File: config.mk
export PLATFORM = sky130hd
export DESIGN_NAME = fetch_queue
export DESIGN_NICKNAME = d
export VERILOG_FILES = /design/src/rtl/fetch_queue.sv
export SDC_FILE = /design/constraint.sdc
export NUM_CORES = 1
export LEC_CHECK = 0
export BUFFER_PORTS_ARGS = -buffer_cell sky130_fd_sc_hd__buf_2
export CORE_ASPECT_RATIO = 0.9
export CORE_MARGIN = 1.5
export CORE_UTILIZATION = 55
export DETAILED_ROUTE_END_ITERATION = 8
export PLACE_DENSITY = 0.76
export SYNTH_ARGS = -nofsm -noshare
export SYNTH_HDL_FRONTEND = slang
export SYNTH_SLANG_ARGS = --single-unit
File: constraint.sdc
create_clock -name clk_i -period 5.6 [get_ports clk_i]
set_clock_uncertainty 0.05 [all_clocks]
set_input_delay 1.12 -clock clk_i [delete_from_list [all_inputs] [get_ports clk_i]]
set_output_delay 1.12 -clock clk_i [all_outputs]
set_load 0.03 [all_outputs]
File: src/rtl/fetch_queue.sv
// fetch_queue: fetch PC owner, single-outstanding imem requester, {inst, pc+4} FIFO.
// Rev 1.0
`default_nettype none

module fetch_queue #(
  parameter int          DEPTH    = 4,
  parameter logic [31:0] RESET_PC = 32'h0000_0000
) (
  input  logic        clk_i,
  input  logic        rst_i,
  input  logic        start_i,
  output logic        imem_req_o,
  output logic [31:0] imem_addr_o,
  input  logic        imem_ack_i,
  input  logic [31:0] imem_data_i,
  input  logic        redirect_i,
  input  logic [31:0] redirect_pc_i,
  input  logic        stall_i,
  output logic        inst_valid_o,
  output logic [31:0] inst_o,
  output logic [31:0] pc_plus4_o
);

  localparam int           AW      = (DEPTH > 1) ? $clog2(DEPTH) : 1;
  localparam logic [AW:0]  DEPTH_C = (AW + 1)'(DEPTH);

  // Bit 0 of the encoding is the request line, so imem_req_o comes straight off a flop.
  typedef enum logic [1:0] {
    IDLE  = 2'b00,
    BUSY  = 2'b01,
    DRAIN = 2'b11
  } state_t;

  state_t      state, state_next;
  logic [31:0] fetch_pc, req_addr;
  logic [31:0] inst_mem [DEPTH];
  logic [31:0] pc4_mem  [DEPTH];
  logic [AW-1:0] rd_ptr, wr_ptr;
  logic [AW:0]   count, count_after;
  logic        ack, pop, push, issue, can_issue;
  logic [31:0] redirect_target;
  logic        unused_pc_bits;

  assign redirect_target = {redirect_pc_i[31:2], 2'b00};
  assign unused_pc_bits  = ^redirect_pc_i[1:0];

  always_ff @(posedge clk_i or negedge rst_i) begin
    if (!rst_i) state <= IDLE;
    else        state <= state_next;
  end

  always_comb begin
    state_next  = state;
    issue       = 1'b0;
    ack         = imem_ack_i && (state != IDLE);
    pop         = (count != '0) && !stall_i && !redirect_i;
    push        = (state == BUSY) && ack && !redirect_i;
    count_after = count - {{AW{1'b0}}, pop} + {{AW{1'b0}}, push};
    // A slot must be free after this edge's pop/push before a new request goes out.
    can_issue   = start_i && !redirect_i && (count_after < DEPTH_C);
    case (state)
      IDLE: begin
        if (can_issue) begin
          issue      = 1'b1;
          state_next = BUSY;
        end
      end
      BUSY: begin
        if (redirect_i) begin
          state_next = ack ? IDLE : DRAIN;
        end else if (ack) begin
          if (can_issue) issue = 1'b1;
          else           state_next = IDLE;
        end
      end
      DRAIN: begin
        // An ack here retires the stale request even if a new redirect arrives with it.
        if (ack) state_next = IDLE;
      end
      default: state_next = IDLE;
    endcase
  end

  always_ff @(posedge clk_i or negedge rst_i) begin
    if (!rst_i) begin
      fetch_pc <= RESET_PC;
      req_addr <= RESET_PC;
      rd_ptr   <= '0;
      wr_ptr   <= '0;
      count    <= '0;
    end else if (redirect_i) begin
      fetch_pc <= redirect_target;
      rd_ptr   <= '0;
      wr_ptr   <= '0;
      count    <= '0;
    end else begin
      if (issue) begin
        req_addr <= fetch_pc;
        fetch_pc <= fetch_pc + 32'd4;
      end
      if (push) wr_ptr <= wr_ptr + AW'(1);
      if (pop)  rd_ptr <= rd_ptr + AW'(1);
      count <= count_after;
    end
  end

  always_ff @(posedge clk_i) begin
    if (push) begin
      inst_mem[wr_ptr] <= imem_data_i;
      pc4_mem[wr_ptr]  <= req_addr + 32'd4;
    end
  end

  assign imem_req_o   = state[0];
  assign imem_addr_o  = req_addr;
  assign inst_valid_o = (count != '0);
  assign inst_o       = inst_valid_o ? inst_mem[rd_ptr] : 32'h0;
  assign pc_plus4_o   = inst_valid_o ? pc4_mem[rd_ptr]  : 32'h0;

endmodule

`default_nettype wire

==> run summary <==
Gates resized, CTS repair: 0
CTS clk-pin slew, worst paths: 0.06 ns
Maxcap violations: 0
Synthesized cell area: 13,400 um^2
Grt ovf: 0
Startpoint type of the worst setup path: flop
Hold buffer count at cts: 0
Finished Cell Area: 15,500 um^2
Post-synth cell types: 48
Syn_area_per_cell: 15.3 um^2
Die Y: 151 um
F_max: 252 MHz
Maximum VDD drop: 0.000257 V
Worst EP arrival: 2.80 ns
Synth Area in Adders: 0.00896
Mux contribution to synthesized area: 0.106
WL/cell: 19.8 um
First-pass GRT wire length: 42,000 um
Die Span X: 168 um
Final-report max-slew violation count: 0
Simple-Gate Fraction of Synth Area: 0.121
Xor and xnor area share after synthesis: 0.0252
Sequential share of the synthesized area: 0.684
CP required: 4.43 ns
Largest fanout on the critical path: 37
Vias in the first global route: 7,651
First drt pass iteration count: 5
DP Area: 14,500 um^2
Starting density of the core: 0.557
Remaining antenna violation count after routing: 0
DRC violations left: 0
CTS root buf: clkbuf_16
Commonest non-fill, non-tap cell in the layout: edfxtp_1
Final setup violating endpoints: 0
DPL Wire Length: 17,000 um
Clk Latency, worst-skew pair: 0.51 ns
Vias per inst: 5.81
Lkg Pwr: 5.79 nW
Pwr dens: 496 nW/um^2
I/O pins: 168
Most frequent cells in the layout: 248 x edfxtp_1, 161 x buf_2, 128 x nand2_1
Hold WC Path Type: flop to flop
Syn. warnings: 0
Die area: 25,300 um^2
Initial antenna violation count: 1
Final GP Congestion: 0.868
Fin Setup TNS: 0 ns
Commonest register cell after synthesis: edfxtp_1
Site Rows: 54
CTS tree: done
Via count: 7,976
Final-stage net count: 1,118
Critical Path End Type: output pin
Run status: finished, final reports clean
H-Tree Level Count: 2
Largest family of logic cells by synthesized area: simple AND/OR/NAND/NOR gates
Rel. slew slack: 0.409
Tot GR Track Use: 0.218
Period utilization: 0.709
Ys async rst share: 0.218
Setup Fix Bufs, Post-CTS: 0
RSZ-0062 raised after global routing: no
Slew @ Worst Pin: 0.886 ns
Syn Inst Count: 876
First DRT Iteration DRCs: 739
Clk sinks: 317
Period minus WS final: 3.97 ns
Layout Area Growth over Synthesis: 15.9%
Seq cells post-synth: 317
Fin. Hold Viols: 0
DRT Wirelength: 27,200 um
Largest net degree at the start of global routing: 70
Compound-Gate Fraction of Synth Area: 0.0336
Num CTS Buffers: 34
Port buffer count: 161
Post-synth EDFFs: 248
Buffer depth of the longest clock path: 3
Crit path kind: flop to output pin
Util after Layout: 0.646
Final hold slack: 0.456 ns
Share of layout cells above drive strength 1: 0.280
Core Area: 24,100 um^2
==> final timing paths <==
path | from | endpoint | slack (ns) | cells after the start
worst min-delay path | fetch_pc[31] | imem_addr_o[31] | 0.46 | 2
min in group asynchronous | rst_i | fetch_pc[20] | 0.75 | 2
worst max register to register | state[1] | fetch_pc[31] | 2.03 | 13
worst min register to register | fetch_pc[31] | imem_addr_o[31] | 0.46 | 2
max in group asynchronous | rst_i | rd_ptr[0] | 4.08 | 2
worst max-delay path | rd_ptr[0] | pc_plus4_o[10] | 1.63 | 4
==> cells in the mapped netlist, drive strengths merged, types with 10 or more instances <==
cell type  count  area share
buf           26       0.011
xnor2         26       0.017
and3          11      0.0051
nand2        128       0.036
clkbuf        24      0.0067
nand3         28       0.010
nand4         22       0.012
dfrtp         69        0.13
nor2          27      0.0076
xor2          10      0.0065
o21ai         22      0.0082
inv           11      0.0031
o211ai        10      0.0056
mux4          62        0.10
nor2b         64       0.030
edfxtp       248        0.56
==> critical path, cell delays in order (launching register included) <==
cell and delay, ns:
dfrtp_4 0.91, buf_4 0.42, mux4_2 0.54, nor2b_1 0.16
buf_2 0.23
==> cells by family (layout without fill, tap and decap cells) <==
group	count (synthesis)	after routing
XOR/XNOR	37	37
other	1	5
multiplexers	64	64
flip-flops	317	317
AND/OR/NAND/NOR	319	319
adder cells (fa/ha/maj)	9	9
buffers and inverters	61	245
AO/OA/AOI/OAI	68	68
==> registers in the layout, indices dropped and copies added, names as in the netlist <==
register     flops
rd_ptr           2
count            3
imem_addr_o     30
fetch_pc        30
inst_mem       128
pc4_mem        120
state            2
wr_ptr           2
==> power breakdown <==
part           internal (mW)  switching, mW  total (mW)  leakage, nW
clock                   1.21          0.883        2.10        0.510
combinational          0.838           1.51        2.35         2.17
sequential              2.89          0.370        3.26         3.11
==> routing by layer <==
layer	GRT usage	wire length, um	part of all wire	up-vias
li1	-	-	-	3648
met1	0.314	11800	0.43	3972
met2	0.344	12800	0.47	311
met3	0.0429	2050	0.075	45
met4	0.0599	510	0.019	0
met5	0	0	0	-
==> final cells by class <==
class                      instances  area, um^2
clock inverter                    21         171
clock buffer                      39         870
timing repair buffer             174         903
sequential                       317        9180
tap                              308         385
inverter                          11        41.3
antenna                            1        2.50
fill                            1803        8520
multi-input combinational        501        3990
==> through the flow <==
| stage | power [mW] | setup WS [ns] | instances |
|---|---|---|---|
| 2_1_floorplan | 4.94 | 1.34 | 879 |
| 3_3_place_gp | 5.62 | 1.25 | 1311 |
| 3_5_place_dp | 5.68 | 1.18 | 1311 |
| 4_1_cts | 7.78 | 1.53 | 1371 |
| 5_1_grt | 8.07 | 1.45 | 1371 |
| 6_report | 7.71 | 1.63 | 1372 |
No activity file was read; power rests on OpenSTA's default activity.
